[config.mk]
export PLATFORM = sky130hd
export DESIGN_NAME = xmodem_loader
export DESIGN_NICKNAME = d
export VERILOG_FILES = /design/src/rtl/xmodem_loader.sv
export SDC_FILE = /design/constraint.sdc
export NUM_CORES = 1
export LEC_CHECK = 0
export CORE_UTILIZATION = 48
export CTS_BUF_LIST = sky130_fd_sc_hd__clkbuf_8
export DETAILED_ROUTE_END_ITERATION = 16
export DONT_BUFFER_PORTS = 1
export GPL_TIMING_DRIVEN = 1
export PLACE_DENSITY = 0.66
export SKIP_LAST_GASP = 1
export SYNTH_ARGS = -nofsm -noshare
export SYNTH_HDL_FRONTEND = slang
export SYNTH_SLANG_ARGS = --single-unit
[constraint.sdc]
create_clock -name clk -period 5.2 [get_ports clk]
set_input_delay 0.78 -clock clk [delete_from_list [all_inputs] [get_ports clk]]
set_output_delay 0.78 -clock clk [all_outputs]
set_load 0.005 [all_outputs]
[src/rtl/xmodem_loader.sv]
// XMODEM (checksum variant) receiver that streams a program image into
// boot memory one little-endian word at a time, answering the sender with
// ACK/NAK/CAN and flagging done/error to boot control.
module xmodem_loader #(
  parameter logic [31:0] BASE_ADDR    = 32'h0000_0000,
  parameter int          MEM_BYTES    = 8192,
  parameter int          NAK_INTERVAL = 50_000_000,
  parameter int          MAX_RETRY    = 10
) (
  input  logic        clk,
  input  logic        rst_n,
  input  logic        start,
  input  logic        rx_valid,
  input  logic [7:0]  rx_data,
  output logic        tx_valid,
  output logic [7:0]  tx_data,
  input  logic        tx_ready,
  output logic        wr_en,
  output logic [31:0] wr_addr,
  output logic [31:0] wr_data,
  output logic        busy,
  output logic        done,
  output logic        error
);

  localparam logic [7:0] SOH = 8'h01;
  localparam logic [7:0] EOT = 8'h04;
  localparam logic [7:0] ACK = 8'h06;
  localparam logic [7:0] NAK = 8'h15;
  localparam logic [7:0] CAN = 8'h18;

  localparam logic [31:0] TIMER_LAST  = 32'(NAK_INTERVAL - 1);
  localparam logic [31:0] RETRY_LIMIT = 32'(MAX_RETRY);
  localparam logic [39:0] MEM_LIMIT   = 40'(MEM_BYTES);

  typedef enum logic [3:0] {
    IDLE,
    SEND_NAK,
    WAIT_SOH,
    BLK,
    NBLK,
    DATA,
    CSUM,
    RESP,
    DONE_ACK,
    DONE,
    CANCEL,
    ERR
  } state_t;

  state_t state, state_next;

  // Block bookkeeping: expected is the 8-bit on-wire block number, blk_idx
  // is the full-width count of accepted blocks used for addressing.
  logic [7:0]  expected;
  logic [31:0] blk_idx;
  logic [7:0]  blk_num;
  logic [7:0]  retry;
  logic [31:0] timer;
  logic [6:0]  offset;
  logic [7:0]  sum;
  logic [23:0] word;
  logic        blk_new;
  logic        blk_dup;
  logic        resp_ack;
  logic        resp_advance;
  logic        done_r;
  logic        error_r;
  logic        wr_en_r;
  logic [31:0] wr_addr_r;
  logic [31:0] wr_data_r;

  logic        timer_active;
  logic        timeout;
  logic        retry_exhausted;
  logic        header_ok;
  logic        hdr_new;
  logic        hdr_dup;
  logic [39:0] blk_end;
  logic        mem_overflow;
  logic        csum_ok;
  logic        start_ok;
  logic        rx_take;

  assign timer_active    = (state == WAIT_SOH) || (state == BLK) || (state == NBLK) ||
                           (state == DATA) || (state == CSUM);
  assign rx_take         = rx_valid && timer_active;
  assign timeout         = timer_active && !rx_valid && (timer == TIMER_LAST);
  assign retry_exhausted = (({24'd0, retry} + 32'd1) > RETRY_LIMIT);
  assign header_ok       = (rx_data == ~blk_num);
  assign hdr_new         = header_ok && (blk_num == expected);
  assign hdr_dup         = header_ok && (blk_num == (expected - 8'd1));
  assign blk_end         = ({8'd0, blk_idx} + 40'd1) << 7;
  assign mem_overflow    = (blk_end > MEM_LIMIT);
  assign csum_ok         = (rx_data == sum);
  assign start_ok        = start && ((state == IDLE) || (state == DONE) || (state == ERR));

  // State register.
  always_ff @(posedge clk) begin
    if (!rst_n) state <= IDLE;
    else        state <= state_next;
  end

  // Next-state decode and the UART response byte, which is a pure function
  // of state so it stays stable for as long as tx_valid is held.
  always_comb begin
    state_next = state;
    tx_valid   = 1'b0;
    tx_data    = 8'h00;
    case (state)
      IDLE, DONE, ERR: begin
        if (start) state_next = SEND_NAK;
      end
      SEND_NAK: begin
        tx_valid = 1'b1;
        tx_data  = NAK;
        if (tx_ready) state_next = WAIT_SOH;
      end
      WAIT_SOH: begin
        if (rx_valid) begin
          if (rx_data == SOH)      state_next = BLK;
          else if (rx_data == EOT) state_next = DONE_ACK;
          else if (rx_data == CAN) state_next = ERR;
        end else if (timeout) begin
          state_next = retry_exhausted ? CANCEL : SEND_NAK;
        end
      end
      BLK: begin
        if (rx_valid)     state_next = NBLK;
        else if (timeout) state_next = retry_exhausted ? CANCEL : SEND_NAK;
      end
      NBLK: begin
        if (rx_valid)     state_next = (hdr_new && mem_overflow) ? CANCEL : DATA;
        else if (timeout) state_next = retry_exhausted ? CANCEL : SEND_NAK;
      end
      DATA: begin
        if (rx_valid) begin
          if (offset == 7'd127) state_next = CSUM;
        end else if (timeout) begin
          state_next = retry_exhausted ? CANCEL : SEND_NAK;
        end
      end
      CSUM: begin
        if (rx_valid) begin
          if ((csum_ok && (blk_new || blk_dup)) || !retry_exhausted) state_next = RESP;
          else                                                       state_next = CANCEL;
        end else if (timeout) begin
          state_next = retry_exhausted ? CANCEL : SEND_NAK;
        end
      end
      RESP: begin
        tx_valid = 1'b1;
        tx_data  = resp_ack ? ACK : NAK;
        if (tx_ready) state_next = WAIT_SOH;
      end
      DONE_ACK: begin
        tx_valid = 1'b1;
        tx_data  = ACK;
        if (tx_ready) state_next = DONE;
      end
      CANCEL: begin
        tx_valid = 1'b1;
        tx_data  = CAN;
        if (tx_ready) state_next = ERR;
      end
      default: state_next = IDLE;
    endcase
  end

  // Inter-byte / idle timer: restarts on every state change and every
  // accepted byte, counts only while waiting on the sender.
  always_ff @(posedge clk) begin
    if (!rst_n)                                             timer <= 32'd0;
    else if ((state_next != state) || rx_take || !timer_active) timer <= 32'd0;
    else                                                    timer <= timer + 32'd1;
  end

  // Block datapath: header capture, word assembly, checksum, memory writes,
  // retry accounting and the sticky done/error flags.
  always_ff @(posedge clk) begin
    if (!rst_n) begin
      expected     <= 8'd1;
      blk_idx      <= 32'd0;
      blk_num      <= 8'd0;
      retry        <= 8'd0;
      offset       <= 7'd0;
      sum          <= 8'd0;
      word         <= 24'd0;
      blk_new      <= 1'b0;
      blk_dup      <= 1'b0;
      resp_ack     <= 1'b0;
      resp_advance <= 1'b0;
      done_r       <= 1'b0;
      error_r      <= 1'b0;
      wr_en_r      <= 1'b0;
      wr_addr_r    <= 32'd0;
      wr_data_r    <= 32'd0;
    end else begin
      wr_en_r <= 1'b0;
      if (start_ok) begin
        done_r   <= 1'b0;
        error_r  <= 1'b0;
        retry    <= 8'd0;
        expected <= 8'd1;
        blk_idx  <= 32'd0;
      end
      if (timeout && !retry_exhausted) retry <= retry + 8'd1;
      case (state)
        WAIT_SOH: begin
          if (rx_valid && (rx_data == CAN)) error_r <= 1'b1;
        end
        BLK: begin
          if (rx_valid) blk_num <= rx_data;
        end
        NBLK: begin
          if (rx_valid) begin
            blk_new <= hdr_new;
            blk_dup <= hdr_dup;
            offset  <= 7'd0;
            sum     <= 8'd0;
          end
        end
        DATA: begin
          if (rx_valid) begin
            word   <= {rx_data, word[23:8]};
            sum    <= sum + rx_data;
            offset <= offset + 7'd1;
            if ((offset[1:0] == 2'd3) && blk_new) begin
              wr_en_r   <= 1'b1;
              wr_addr_r <= BASE_ADDR + {blk_idx[24:0], 7'd0} + {25'd0, offset[6:2], 2'd0};
              wr_data_r <= {rx_data, word};
            end
          end
        end
        CSUM: begin
          if (rx_valid) begin
            resp_ack     <= csum_ok && (blk_new || blk_dup);
            resp_advance <= csum_ok && blk_new;
          end
        end
        RESP: begin
          if (tx_ready) begin
            if (resp_advance) begin
              expected <= expected + 8'd1;
              blk_idx  <= blk_idx + 32'd1;
              retry    <= 8'd0;
            end else if (!resp_ack) begin
              retry <= retry + 8'd1;
            end
          end
        end
        DONE_ACK: begin
          if (tx_ready) done_r <= 1'b1;
        end
        CANCEL: begin
          if (tx_ready) error_r <= 1'b1;
        end
        default: ;
      endcase
    end
  end

  assign wr_en   = wr_en_r;
  assign wr_addr = wr_addr_r;
  assign wr_data = wr_data_r;
  assign done    = done_r;
  assign error   = error_r;
  assign busy    = !((state == IDLE) || (state == DONE) || (state == ERR));

endmodule

## After elaboration in Yosys (flattened, before gate mapping)

Cells that the tools add are included.

| word-level totals | value |
|---|---|
| word-level logic and storage cells | 144 |
| register bits | 202 |
| bits of input ports | 13 |
| output and inout bits | 77 |

| cells by class | value |
|---|---|
| reduce and logical (&&, ||, !) cells | 39 |
| order comparisons | 2 |
| bitwise gates (word level) | 2 |
| mux-type cells | 49 |
| eq/ne operators | 24 |
| add/subtract/negate cells | 10 |

Operators with widths:

| cell | count |
|---|---|
| 2-to-1 mux 32 bit | 4 |
| 2-to-1 mux 8 bit | 12 |
| 2-to-1 mux 4 bit | 17 |
| adder 32 x 1 -> 32 bit (second input constant) | 2 |
| greater-than comparator 40 x 14 -> 1 bit (second input constant) | 1 |
| case mux 4 bit (9 select lines) | 1 |
| adder 32 x 1 -> 33 bit (second input constant) | 1 |
| adder 32 x 7 -> 32 bit | 1 |
| equality test 32 x 26 -> 1 bit (second input constant) | 1 |
| equality test 8 bit | 4 |
| case mux 5 bit (4 select lines) | 1 |
| adder 8 x 1 -> 8 bit (second input constant) | 2 |
| equality test 4 x 3 -> 1 bit (second input constant) | 4 |
| equality test 4 bit (second input constant) | 4 |
| case mux 8 bit (2 select lines) | 1 |
| 2-to-1 mux 7 bit | 2 |
| case mux 7 bit (2 select lines) | 1 |
| logical AND 1 bit | 12 |
| logical OR 1 bit | 10 |
| adder 8 x 1 -> 9 bit (second input constant) | 1 |
| greater-than comparator 9 x 4 -> 1 bit (second input constant) | 1 |
| AND reduction 3 bit | 3 |
| adder 8 bit | 1 |
| equality test 4 x 2 -> 1 bit (second input constant) | 2 |
| other kinds (22) | 37 |

## Depth between registers and ports, before layout

| depth | value |
|---|---|
| word-level depth | 14 |
| depth in mapped cells | 11 |
| gate-level depth less buffers | 10 |

## Worst setup path after synthesis

OpenSTA, ideal clock, no wires.

| timing path | value |
|---|---|
| path type | input port to flip-flop |
| start point | input rx_data[7] |
| end point | register timer[17] |
| arrival | 3.134 ns |
| required time | 5.112 ns |
| stages on the path | 10 |
| path buffers | 2 |
| library setup time | 0.088 ns |
| path slack | 1.978 ns |
| path through | buf_2 -> or4_4 -> or3_1 -> o311a_1 -> a2111o_1 -> and3_4 -> mux2i_1 -> o21ai_2 -> buf_6 -> nor4_2 |

| between the ends | value |
|---|---|
| word-level cells in the longest chain between the ends | 10 |
| elaborated cells between the ends (all ways) | 22 |
| classes of those cells | 6 x eq/ne; 9 x mux; 7 x reduce/logical |

RTL lines:

| item | RTL line | RTL |
|---|---|---|
| start: declaration | 14 | `input logic [7:0] rx_data,` |
| equality test 8 x 5 -> 1 bit, or another cell as far along | 123 | `else if (rx_data == CAN) state_next = ERR;` |
| 2-to-1 mux 4 bit, or another cell as far along | 123 |  |
| 2-to-1 mux 4 bit, or another cell as far along | 122 | `else if (rx_data == EOT) state_next = DONE_ACK;` |
| 2-to-1 mux 4 bit, on equally long branches | 121, 133, 145 |  |
| 2-to-1 mux 4 bit, on equally long branches | 120, 133, 144 |  |
| case mux 4 bit (9 select lines) (*) | 110 | `case (state)` |
| inequality test 4 bit (*) | 174 | `else if ((state_next != state) \|\| rx_take \|\| !timer_active) timer <= 32'd0;` |
| logical OR 1 bit (*) (2 in series) | 174 |  |
| OR reduction 2 bit (no line) (*) | -- |  |
| end signal: assignment | 175 | `else timer <= timer + 32'd1;` |
| end: declaration | 59 | `logic [31:0] timer;` |

Every way passes the cells marked *; elsewhere a longest branch is shown, timed or not.
A chain may end at the register's enable or synchronous reset.

## Final worst setup path

| timing path | value |
|---|---|
| start point | register state[1] |
| end point | register timer[3] |

| between the ends | value |
|---|---|
| word-level cells in the longest chain between the ends | 14 |
| elaborated cells between the ends (all ways) | 41 |
| classes of those cells | 12 x eq/ne; 15 x mux; 14 x reduce/logical |

RTL lines:

| item | RTL line | RTL |
|---|---|---|
| start: declaration | 51 | `state_t state, state_next;` |
| start signal: assignment | 101 | `else state <= state_next;` |
| equality test 4 x 2 -> 1 bit | 85, 110 |  |
| logical OR 1 bit (3 in series) | 85 | `assign timer_active = (state == WAIT_SOH) \|\| (state == BLK) \|\| (state == NBLK) \|\|` |
| logical OR 1 bit | 86 | `(state == DATA) \|\| (state == CSUM);` |
| logical AND 1 bit (2 in series) | 88 | `assign timeout = timer_active && !rx_valid && (timer == TIMER_LAST);` |
| 2-to-1 mux 4 bit | -- |  |
| 2-to-1 mux 4 bit, on equally long branches | -- |  |
| case mux 4 bit (9 select lines) | 110 |  |
| inequality test 4 bit | 174 |  |
| logical OR 1 bit | 174 |  |
| logical OR 1 bit (*) | 174 |  |
| OR reduction 2 bit (no line) (*) | -- |  |

Marked as above.

==> out/metrics.cfg <==
[run_status]
status=finished, final reports clean

[sta]
min_period_ns=3.517
rsz0062_at_grt=false
tightest_slew_ns=1.024
finalHoldViolCount=0
finalWorstSetupSlack_ns=1.683
drv_slew=0
max_slew_margin=0.3172
fin_crit_sh=0.6764
setup_violations=0
whs_ns=0.3740
fmax_mhz=284.3
clock_skew_ns=0.02762
finalSetupTns_ns=0

[cells_and_area]
instances_no_fill=1553
fin_nets=1294
fin_area_um2=10710
antennaDiodeCount=0
area_delta_synth_final_pct=4.276
fillers=2031
drive_above_1_share=0.05556
post-route-util=0.5094

[yosys]
synth.avg_cell_area_um2=7.687
ys.flop_type=dfxtp_1
synth_seq_cells=200
yosys.area.top_type=dfxtp_1
synth_cell_types=79
async_reset_ff_frac=0
netlist_top_cells_area=dfxtp_1 (39%), nand2_1 (9.2%), a21oi_1 (6.6%)
synth_top_cell_area_share=0.3899
yosysWarnings=0
synth_area_um2=10270
synth_commonest_cells=nand2_1 (253), dfxtp_1 (200), a21oi_1 (135), nor2_1 (135), clkbuf_1 (82)
synth-edff-count=0
yosysMostFrequentCell=nand2_1
ys_seq_area_frac=0.3899
synth_cells=1336

[route]
drt_iter0_drc=478
detail-route-antenna-nets=0
drt_pass1_iterations=5
route.detailed.drc=0
vias=9029
totalWireLength_mm=24.39
post_drt_wl_per_cell_um=15.70
via_per_inst=5.814

[setup_path]
start_kind=flop
path_common_cell=nor4_1
cp_max_fo=30
crit_path_start=state[1]$_SDFF_PN0_
reg2reg_depth=7
r2r-end=timer[3]$_SDFF_PP0_
r2r-start=state[1]$_SDFF_PN0_
cp.arrival_ns=3.86
cp_cell_sequence=nor2_1 > nor4_1 > and4_1 > or4b_1 > a211oi_1 > or2_2 > nor4_1
endpoint_kind=flop
r2r_slack_ns=1.68
cpPeakStageDelay_ns=0.82
cp_slowest_cell=dfxtp_1
cp.required_ns=5.54
path_class=flop to flop
crit_end=timer[3]$_SDFF_PP0_

[floorplanning]
ios=90
start_util=0.4885
rows=53
die-area_um2=21980
core_area_um2=21020
die_h_um=148.3
die_w_um=148.3

[global_routing]
grtUsageTotal=0.2270
grt_pass1_wl_mm=40.81
grt_overflow=0
grt_max_degree=97
grt_pass1_vias=8294
antenna_found_initial=0

[cts]
cts_buffer_depth=2
cts_sinks=200
htree_levels=4
clkLatencyLatePin_ns=0.50
clkTransAtPathRegs_ns=0.11
cts_setup_buffers=0
ctsHoldBuffers=0
cts_tree=built
cts.repair.resized=0
clockRootBuffer=clkbuf_8
cts_inserted_buffers=17

[hold_path]
hp-class=primary input to flop

[place]
port_buffers=0
dp.final_hpwl_mm=16.25
placed_cell_area_um2=10270
dp_slack_ns=1.662
gp_congestion=0.9567
dp_cells=1521

[pwr]
leakagePower_nw=3.653
total_power_mw=2.695
ir_drop_v=0.0001835
powerDensity_nw_per_um2=251.7

[job]
cap_violations=0

layout make-up:
| class | count | area [µm²] | share of cell area |
|---|---|---|---|
| clock buffers | 17 | 234.0 | 0.02185 |
| clock inverters | 15 | 201.4 | 0.01881 |
| inverters | 14 | 55.05 | 0.005141 |
| multi-input cells | 1024 | 5811 | 0.5426 |
| flip-flops and latches | 200 | 4004 | 0.3739 |
| well taps | 275 | 344.1 | 0.03213 |
| repair buffers | 8 | 60.06 | 0.005608 |
critical path: cells and delay by family, from the launching register on:
family          cells  cell delay, ns
compound gates      1            0.25
simple gates        6            2.29
flops               1            0.82
power breakdown:
group | switching, mW | leakage [nW] | internal, mW
logic | 0.0641 | 1.83 | 0.0264
registers | 0.00733 | 1.61 | 1.53
clock network | 0.676 | 0.216 | 0.389
per-layer routing:
metal / global-route usage / wire [µm] / up-vias
met5: 0 / 0 / -
met1: 0.2936 / 11190 / 4210
met4: 0.07474 / 527 / 0
li1: - / - / 4514
met2: 0.3742 / 11390 / 263
met3: 0.04908 / 1278 / 42
worst min-delay path by stage:
| stage | startpoint | end | slack, ns | cells past startpoint |
|---|---|---|---|---|
| 2_1_floorplan | word[0]$_SDFFE_PN0P_ | wr_data[0]$_SDFFE_PN0P_ | 0.43 | 2 |
| 3_3_place_gp | word[1]$_SDFFE_PN0P_ | word[1]$_SDFFE_PN0P_ | 0.44 | 2 |
| 3_5_place_dp | word[1]$_SDFFE_PN0P_ | word[1]$_SDFFE_PN0P_ | 0.45 | 2 |
| 4_1_cts | rst_n | expected[0]$_SDFF_PN1_ | 0.34 | 1 |
| 5_1_grt | rst_n | expected[0]$_SDFF_PN1_ | 0.35 | 1 |
| 6_report | rst_n | expected[0]$_SDFF_PN1_ | 0.37 | 1 |
sequential cells by signal, summed over array words and instances, names as in the netlist:
register and cells:
wr_data 32, wr_addr 30, done 1, state 4, retry 8, blk_idx 32, blk_num 8, resp_ack 1
word 24, blk_new 1, timer 32, blk_dup 1, expected 8, sum 8, offset 7, resp_advance 1
wr_en 1, error 1
placed cells by master, fill, tap and decap left out, drive strengths merged, types with 13 or more instances in the layout:
cell / synthesis / final
nor3: 36 / 36
nor4: 33 / 33
nand2: 253 / 253
o21ai: 47 / 47
xor2: 38 / 38
nor2: 135 / 135
and4: 13 / 13
ha: 15 / 15
nand3: 44 / 44
and3: 27 / 27
dfxtp: 200 / 200
xnor2: 38 / 38
nand4: 20 / 20
inv: 14 / 24
mux2i: 14 / 14
a22oi: 13 / 13
clkbuf: 83 / 17
a21oi: 135 / 135
logic make-up after synthesis:
| family | synth area share |
|---|---|
| compound gates | 0.1619 |
| xor+xnor | 0.06481 |
| fa+ha+maj | 0.02022 |
| buf+inv | 0.04654 |
| flops | 0.3899 |
| mux | 0.01364 |
| other cells | 0.0003651 |
| simple gates | 0.3026 |
(Power assumes the default switching activity.)
